===== src/rtl/amstrad_audio_mixer.sv =====
// Time-multiplexed stereo mixer: per-channel 4-bit L/R gains, serial MAC, saturation; result NCH+1 clks after capture.
// No backpressure: a ce arriving mid-accumulation is dropped and flagged on overrun; a ce in DONE is accepted back-to-back.
`timescale 1ns/1ps
module amstrad_audio_mixer #(
  parameter int              NCH        = 3,
  parameter int              IN_W       = 8,
  parameter int              OUT_W      = 8,
  parameter logic [NCH*4-1:0] DEF_GAIN_L = {4'd0, 4'd4, 4'd8},
  parameter logic [NCH*4-1:0] DEF_GAIN_R = {4'd8, 4'd4, 4'd0}
) (
  input  logic                clk,
  input  logic                reset_n,
  input  logic                ce,
  input  logic [NCH*IN_W-1:0] ch_in,
  input  logic                mute,
  input  logic                cfg_we,
  input  logic [3:0]          cfg_ch,
  input  logic [3:0]          cfg_gl,
  input  logic [3:0]          cfg_gr,
  output logic [OUT_W-1:0]    audio_l,
  output logic [OUT_W-1:0]    audio_r,
  output logic                valid,
  output logic                busy,
  output logic                overrun
);

  localparam int ACC_W = IN_W + 4 + $clog2(NCH + 1);
  localparam int IDX_W = 4;
  localparam int SAT_W = ACC_W + OUT_W;

  typedef enum logic [1:0] {IDLE, ACC, DONE} state_t;

  state_t              state_q, state_d;
  logic [NCH*4-1:0]    gl_q, gl_d, gr_q, gr_d;
  logic [NCH*4-1:0]    sgl_q, sgl_d, sgr_q, sgr_d;
  logic [NCH*IN_W-1:0] snap_q, snap_d;
  logic                mute_q, mute_d;
  logic [IDX_W-1:0]    idx_q, idx_d;
  logic [ACC_W-1:0]    acc_l_q, acc_l_d, acc_r_q, acc_r_d;
  logic [OUT_W-1:0]    audio_l_q, audio_l_d, audio_r_q, audio_r_d;
  logic                valid_q, valid_d;
  logic                overrun_q, overrun_d;
  logic [IN_W+3:0]     prod_l, prod_r;

  function automatic logic [OUT_W-1:0] sat(input logic [ACC_W-1:0] acc);
    logic [SAT_W-1:0] v;
    v = SAT_W'(acc >> 4);
    if (v > SAT_W'({OUT_W{1'b1}}))
      sat = '1;
    else
      sat = v[OUT_W-1:0];
  endfunction

  // Snapshot and shadow gains shift down each ACC cycle, so the MAC always reads the low slot.
  assign prod_l = (IN_W+4)'(snap_q[IN_W-1:0]) * (IN_W+4)'(sgl_q[3:0]);
  assign prod_r = (IN_W+4)'(snap_q[IN_W-1:0]) * (IN_W+4)'(sgr_q[3:0]);

  always_comb begin
    state_d   = state_q;
    gl_d      = gl_q;
    gr_d      = gr_q;
    sgl_d     = sgl_q;
    sgr_d     = sgr_q;
    snap_d    = snap_q;
    mute_d    = mute_q;
    idx_d     = idx_q;
    acc_l_d   = acc_l_q;
    acc_r_d   = acc_r_q;
    audio_l_d = audio_l_q;
    audio_r_d = audio_r_q;
    valid_d   = 1'b0;
    overrun_d = 1'b0;

    for (int k = 0; k < NCH; k++) begin
      if (cfg_we && (cfg_ch == 4'(k))) begin
        gl_d[4*k +: 4] = cfg_gl;
        gr_d[4*k +: 4] = cfg_gr;
      end
    end

    case (state_q)
      IDLE: begin
        if (ce) begin
          snap_d  = ch_in;
          mute_d  = mute;
          sgl_d   = gl_q;
          sgr_d   = gr_q;
          acc_l_d = '0;
          acc_r_d = '0;
          idx_d   = '0;
          state_d = ACC;
        end
      end
      ACC: begin
        acc_l_d   = acc_l_q + ACC_W'(prod_l);
        acc_r_d   = acc_r_q + ACC_W'(prod_r);
        snap_d    = snap_q >> IN_W;
        sgl_d     = sgl_q >> 4;
        sgr_d     = sgr_q >> 4;
        overrun_d = ce;
        if (idx_q == IDX_W'(NCH - 1))
          state_d = DONE;
        else
          idx_d = idx_q + IDX_W'(1);
      end
      DONE: begin
        audio_l_d = mute_q ? '0 : sat(acc_l_q);
        audio_r_d = mute_q ? '0 : sat(acc_r_q);
        valid_d   = 1'b1;
        state_d   = IDLE;
        // A ce landing on the result edge starts the next sample without an idle gap.
        if (ce) begin
          snap_d  = ch_in;
          mute_d  = mute;
          sgl_d   = gl_q;
          sgr_d   = gr_q;
          acc_l_d = '0;
          acc_r_d = '0;
          idx_d   = '0;
          state_d = ACC;
        end
      end
      default: state_d = IDLE;
    endcase
  end

  always_ff @(posedge clk) begin
    if (!reset_n) begin
      state_q   <= IDLE;
      gl_q      <= DEF_GAIN_L;
      gr_q      <= DEF_GAIN_R;
      sgl_q     <= '0;
      sgr_q     <= '0;
      snap_q    <= '0;
      mute_q    <= 1'b0;
      idx_q     <= '0;
      acc_l_q   <= '0;
      acc_r_q   <= '0;
      audio_l_q <= '0;
      audio_r_q <= '0;
      valid_q   <= 1'b0;
      overrun_q <= 1'b0;
    end else begin
      state_q   <= state_d;
      gl_q      <= gl_d;
      gr_q      <= gr_d;
      sgl_q     <= sgl_d;
      sgr_q     <= sgr_d;
      snap_q    <= snap_d;
      mute_q    <= mute_d;
      idx_q     <= idx_d;
      acc_l_q   <= acc_l_d;
      acc_r_q   <= acc_r_d;
      audio_l_q <= audio_l_d;
      audio_r_q <= audio_r_d;
      valid_q   <= valid_d;
      overrun_q <= overrun_d;
    end
  end

  assign audio_l = audio_l_q;
  assign audio_r = audio_r_q;
  assign valid   = valid_q;
  assign overrun = overrun_q;
  assign busy    = (state_q != IDLE);

endmodule


===== config.mk =====
export PLATFORM = sky130hd
export DESIGN_NAME = amstrad_audio_mixer
export DESIGN_NICKNAME = d
export VERILOG_FILES = /design/src/rtl/amstrad_audio_mixer.sv
export SDC_FILE = /design/constraint.sdc
export NUM_CORES = 1
export LEC_CHECK = 0
export CELL_PAD_IN_SITES_DETAIL_PLACEMENT = 0
export CELL_PAD_IN_SITES_GLOBAL_PLACEMENT = 1
export CORE_MARGIN = 3
export CORE_UTILIZATION = 46
export CTS_CLUSTER_SIZE = 40
export DETAILED_ROUTE_END_ITERATION = 7
export PLACE_DENSITY = 0.85
export SLEW_MARGIN = 20
export SYNTH_ARGS = -nofsm -noshare
export SYNTH_HDL_FRONTEND = slang
export SYNTH_SLANG_ARGS = --single-unit
export TNS_END_PERCENT = 100

===== constraint.sdc =====
create_clock -name clk -period 4.5 [get_ports clk]
set_clock_uncertainty 0.2 [all_clocks]
set_input_delay 0.9 -clock clk [delete_from_list [all_inputs] [get_ports clk]]
set_output_delay 0.9 -clock clk [all_outputs]
set_load 0.05 [all_outputs]

# [After elaboration in Yosys (flattened, before gate mapping)]
# Cells that the tools add are included.
[word_totals] register_bits=125 word_cells=68
[classes] n_addsub=3 n_mul=2 magnitude_cmp=2 eq_ne=9 muxes=21 n_reduce_logical=13
[op_table] operator="one-hot mux 14 bit (2 select lines)" count=2
[op_table] operator="one-hot mux 12 bit (2 select lines)" count=2
[op_table] operator="one-hot mux 24 bit (2 select lines)" count=1
[op_table] operator="two-way mux 8 bit" count=4
[op_table] operator="adder 14 x 12 -> 14 bit" count=2
[op_table] operator="multiplier 8 x 4 -> 12 bit" count=2
[op_table] operator="two-way mux 12 bit" count=2
[op_table] operator="two-way mux 24 bit" count=1
[op_table] operator="greater-than comparator 10 x 8 -> 1 bit (second input constant)" count=2
[op_table] operator="two-way mux 14 bit" count=1
[op_table] operator="equality test 4 x 2 -> 1 bit (second input constant)" count=2
[op_table] operator="two-way mux 4 bit" count=2
[op_table] operator="one-hot mux 4 bit (2 select lines)" count=1
[op_table] operator="AND reduction 2 bit" count=4
[op_table] operator="!= test 2 bit (second input constant)" count=3
[op_table] operator="one-hot mux 2 bit (3 select lines)" count=1
[op_table] operator="adder 4 x 1 -> 4 bit (second input constant)" count=1
[op_table] operator="equality test 4 x 1 -> 1 bit (second input constant)" count=1
[op_table] operator="logical NOT 4 bit" count=1
[op_table] operator="two-way mux 2 bit" count=2
[op_table] operator="nonzero test 2 bit" count=2
[op_table] operator="logical AND 1 bit" count=3
[op_table] operator="AND reduction 3 bit" count=1
[op_table] operator="equality test 2 x 1 -> 1 bit (second input constant)" count=1
[op_table] operator="other kinds (5)" count=6

# [Longest topological paths before layout]
[logic_depth] ltp_word=4 mapped_depth=13 ltp_nobuf=13

# [Worst setup path before layout]
# OpenSTA, ideal clock, no wires.
[synth_timing] path_kind="reg-to-reg" startpoint="register sgl_q[3]" endpoint="register acc_l_q[11]" setup_ns=0.117 arrival_ns=3.286 slack_ns=0.896 stages_incl_launch_ff=13 period_less_slack_ns=3.604 path_cell_list="dfxtp_1 -> and2_1 -> fa_1 -> fa_1 -> inv_1 -> fa_1 -> inv_1 -> ha_1 -> o211ai_1 -> a21oi_2 -> o2111ai_1 -> a21o_1 -> a32o_1"
[synth_between] elab_chain_len=3
[synth_rtl] element="start, declared" line="35" text="logic [NCH*4-1:0] sgl_q, sgl_d, sgr_q, sgr_d;"
[synth_rtl] element="start signal, assigned" line="147" text="sgl_q <= sgl_d;"
[synth_rtl] element="multiplier 8 x 4 -> 12 bit" line="55" text="assign prod_l = (IN_W+4)'(snap_q[IN_W-1:0]) * (IN_W+4)'(sgl_q[3:0]);"
[synth_rtl] element="adder 14 x 12 -> 14 bit" line="95" text="acc_l_d = acc_l_q + ACC_W'(prod_l);"
[synth_rtl] element="one-hot mux 14 bit (2 select lines)" line="81" text="case (state_q)"
[synth_rtl] element="end signal, assigned" line="152" text="acc_l_q <= acc_l_d;"
[synth_rtl] element="end, declared" line="39" text="logic [ACC_W-1:0] acc_l_q, acc_l_d, acc_r_q, acc_r_d;"
# Every way passes these cells.
# A chain may end at the register's enable or synchronous reset.

# [Worst setup path after layout]
[layout_timing] startpoint="register snap_q[3]" endpoint="register acc_r_q[11]"
[layout_between] elab_chain_len=3
[layout_rtl] element="start, declared" line="36" text="logic [NCH*IN_W-1:0] snap_q, snap_d;"
[layout_rtl] element="start signal, assigned" line="149" text="snap_q <= snap_d;"
[layout_rtl] element="multiplier 8 x 4 -> 12 bit" line="56" text="assign prod_r = (IN_W+4)'(snap_q[IN_W-1:0]) * (IN_W+4)'(sgr_q[3:0]);"
[layout_rtl] element="adder 14 x 12 -> 14 bit" line="96" text="acc_r_d = acc_r_q + ACC_W'(prod_r);"
[layout_rtl] element="one-hot mux 14 bit (2 select lines)" line="81"
[layout_rtl] element="end signal, assigned" line="153" text="acc_r_q <= acc_r_d;"
[layout_rtl] element="end, declared" line="39"
# Every way passes these cells.

==> reports/qor.yml <==
clk_pin_slew_ns: 0.06
hpwl_um: 11900
diodes: 0
dieArea_um2: 18100
crit_path_frequent_cell: "fa_1"
cts_buffer_depth: 2
crit_path_max_fanout: 9
cts_max_level: 4
min_path_cells: 2
finalMaxSlewViolations: 0
worst_slew_pin_slew_ns: 0.792
met2WireLength_um: 7550
seq_area_frac_synth_pct: 32.8
layout_commonest_cell: "dfxtp_1"
slew_headroom_pct: 47.1
grt_pass1_vias: 5466
ys_ff_latch: 125
drtAntennaViolNets: 0
drtPass1Iterations: 5
fin_crit_sh_pct: 87.7
crit_type: "flop to flop"
outcome: "complete, no violations"
max_cap_viol_count: 0
cp.required_ns: 4.61
ctsHoldBuffers: 0
timing.reg2reg.setup_slack_ns: 0.55
leakagePower_uw: 0.00388
cts.sinks: 125
routabilityCongestion: 0.844
r2r_cells: 12
ir_drop_mv: 0.264
die_y_um: 135
multi_input_area_um2: 4540
synthFlopType: "dfxtp_1"
wl_um: 16200
grt.overflow.total: 0
crit_slowest_cell: "fa_1"
synthCells: 818
place_ws_ns: 0.576
port_buffers: 59
min_period_ns: 3.95
path_cells: "and2_1 -> fa_1 -> fa_1 -> inv_1 -> fa_1 -> inv_1 -> ha_1 -> o211ai_1 -> a21oi_2 -> o2111ai_1 -> a21o_1 -> a32o_1"
core_area_um2: 16100
synth-edff-count: 0
root_buffer: "clkbuf_16"
hold_viol: 0
worst_path_largest_cell_delay_ns: 0.54
cp_num_buf_inv: 2
cts_setup_buffers: 0
setup_viol: 0
wl_met1_um: 7820
rsz0062_at_grt: "no"
dieWidth_um: 135
wl_per_cell_um: 14.8
finalSetupTns_ns: 0
totalPowerFinal_uw: 3000
worst_slack_ns: 0.552
row_count: 46
vias_per_cell: 5.18
grt_antenna_before_repair: 0
n_fill_cell: 1485
yosysWarningCount: 0
vias: 5666
cp_top_family: "adder cells"
grt_util_all_layers_pct: 18.5
seq_area_um2: 2500
r2r-start: "snap_q[3]"
cts.repair.resized: 0
min-delay-start: "acc_l_q[2]"
clk_latency_ns: 0.42
highest_layer: "met4"
cts_made_buffers: 17
layout_common_cells: "dfxtp_1, inv_1, nor2_1"
synthesis.area_um2: 7620
syn-num-nets: 947
p_per_area_nw_per_um2: 338
drt_first_iter_violations: 332
met3_length_um: 578
cp.arrival_ns: 4.06
area_growth_pct: 16.8
grt_first_pass_wirelength_um: 26900
grt_max_degree: 65
start_util_pct: 47.5
hp-class: "flop to flop"
cts_tree: "yes"
syn_avg_cell_area_um2: 9.32
yosysUniqueCellTypes: 45
route.detailed.drc: 0
whs_endpoint: "acc_l_q[2]"
async_reset_ff_share_pct: 0
r2r_end: "acc_r_q[11]"
timing.fmax_mhz: 253
drive_gt1_share_pct: 8.89
ios: 60
num-nets-final: 994
start_kind: "flop"
end_kind: "flop"
[metrics by stage]
step	cells	hold slack, ns	area (um2)	util [%]
after global placement	1062	0.241	8330	51.9
final	1093	0.257	8900	55.4
after CTS	1093	0.263	8900	55.4
after global routing	1093	0.278	8900	55.4
after detailed placement	1062	0.253	8330	51.9
after floorplan	818	0.230	7620	-
[layer usage]
metal  vias up  track usage, %
met4         0            5.94
met2        97            28.6
met3        20            4.47
met5         -               0
li1       2834               -
met1      2715            25.7
[synth_stat cells, types with 4 or more instances]
| cell | number | area, um2 |
|---|---|---|
| xor2_1 | 6 | 52.6 |
| o211ai_1 | 6 | 45.0 |
| nand2b_1 | 11 | 68.8 |
| xnor2_1 | 10 | 87.6 |
| a21o_1 | 8 | 60.1 |
| a22o_1 | 28 | 245 |
| a32o_1 | 4 | 40.0 |
| a211oi_2 | 30 | 375 |
| nor2_1 | 92 | 345 |
| fa_1 | 42 | 841 |
| buf_2 | 14 | 70.1 |
| clkbuf_1 | 9 | 33.8 |
| a21oi_1 | 38 | 190 |
| and2_1 | 57 | 357 |
| inv_1 | 97 | 364 |
| mux2i_1 | 59 | 591 |
| ha_1 | 46 | 576 |
| o21ai_1 | 13 | 65.1 |
| buf_6 | 6 | 67.6 |
| nand3_1 | 8 | 40.0 |
| o21ai_0 | 4 | 20.0 |
| nor3_1 | 16 | 80.1 |
| buf_1 | 5 | 18.8 |
| a211oi_1 | 4 | 30.0 |
| dfxtp_1 | 125 | 2500 |
| nand2_1 | 40 | 150 |
| a31oi_1 | 6 | 37.5 |
[registers in the layout, indices dropped and copies added (netlist names)]
register	flops
overrun	1
idx_q	4
acc_l_q	14
audio_l	8
acc_r_q	14
gr_q	12
audio_r	8
valid	1
gl_q	12
state_q	2
mute_q	1
snap_q	24
sgl_q	12
sgr_q	12
[power breakdown]
part	switching, uW	internal, uW
Clock	550	785
Combinational	257	196
Sequential	58.8	1160
[worst max-delay path by stage]
stage               cells after the start  slack (ns)          end       from
floorplan                              12        0.90  acc_l_q[11]   sgl_q[3]
detailed placement                     12        0.58  acc_r_q[12]  snap_q[5]
finish                                 12        0.55  acc_r_q[11]  snap_q[3]
global placement                       12        0.62  acc_r_q[12]  snap_q[5]
global route                           12        0.32  acc_r_q[10]  snap_q[5]
CTS                                    12        0.55  acc_r_q[12]  snap_q[5]
[kinds of logic (layout without fill, tap and decap cells)]
logic type,after synthesis,in the layout,share of synthesized area [%]
and+or+nand+nor,246,246,15.9
AOI/OAI and AO/OA,149,149,15.4
buffers and inverters,135,194,7.62
DFF,125,125,32.8
adders and majority gates,88,88,18.6
muxes,59,59,7.75
xor gates and xnor gates,16,16,1.84
[worst reg2reg max path, cell delays in order (launching register included)]
cell and delay [ns]:
dfxtp_1 0.51, and2_1 0.22, fa_1 0.45, fa_1 0.54
inv_1 0.05, fa_1 0.50, inv_1 0.04, ha_1 0.35
o211ai_1 0.13, a21oi_2 0.19, o2111ai_1 0.20, a21o_1 0.22
a32o_1 0.24
[layout make-up]
cell class | count | area share [%]
inverter | 98 | 4.13
clock inverter | 13 | 1.46
tap | 216 | 3.04
multi-input combinational | 558 | 51.0
clock buffer | 18 | 4.94
timing repair buffer | 65 | 7.28
sequential | 125 | 28.1
Note: power is estimated with default switching activity, not from simulation.
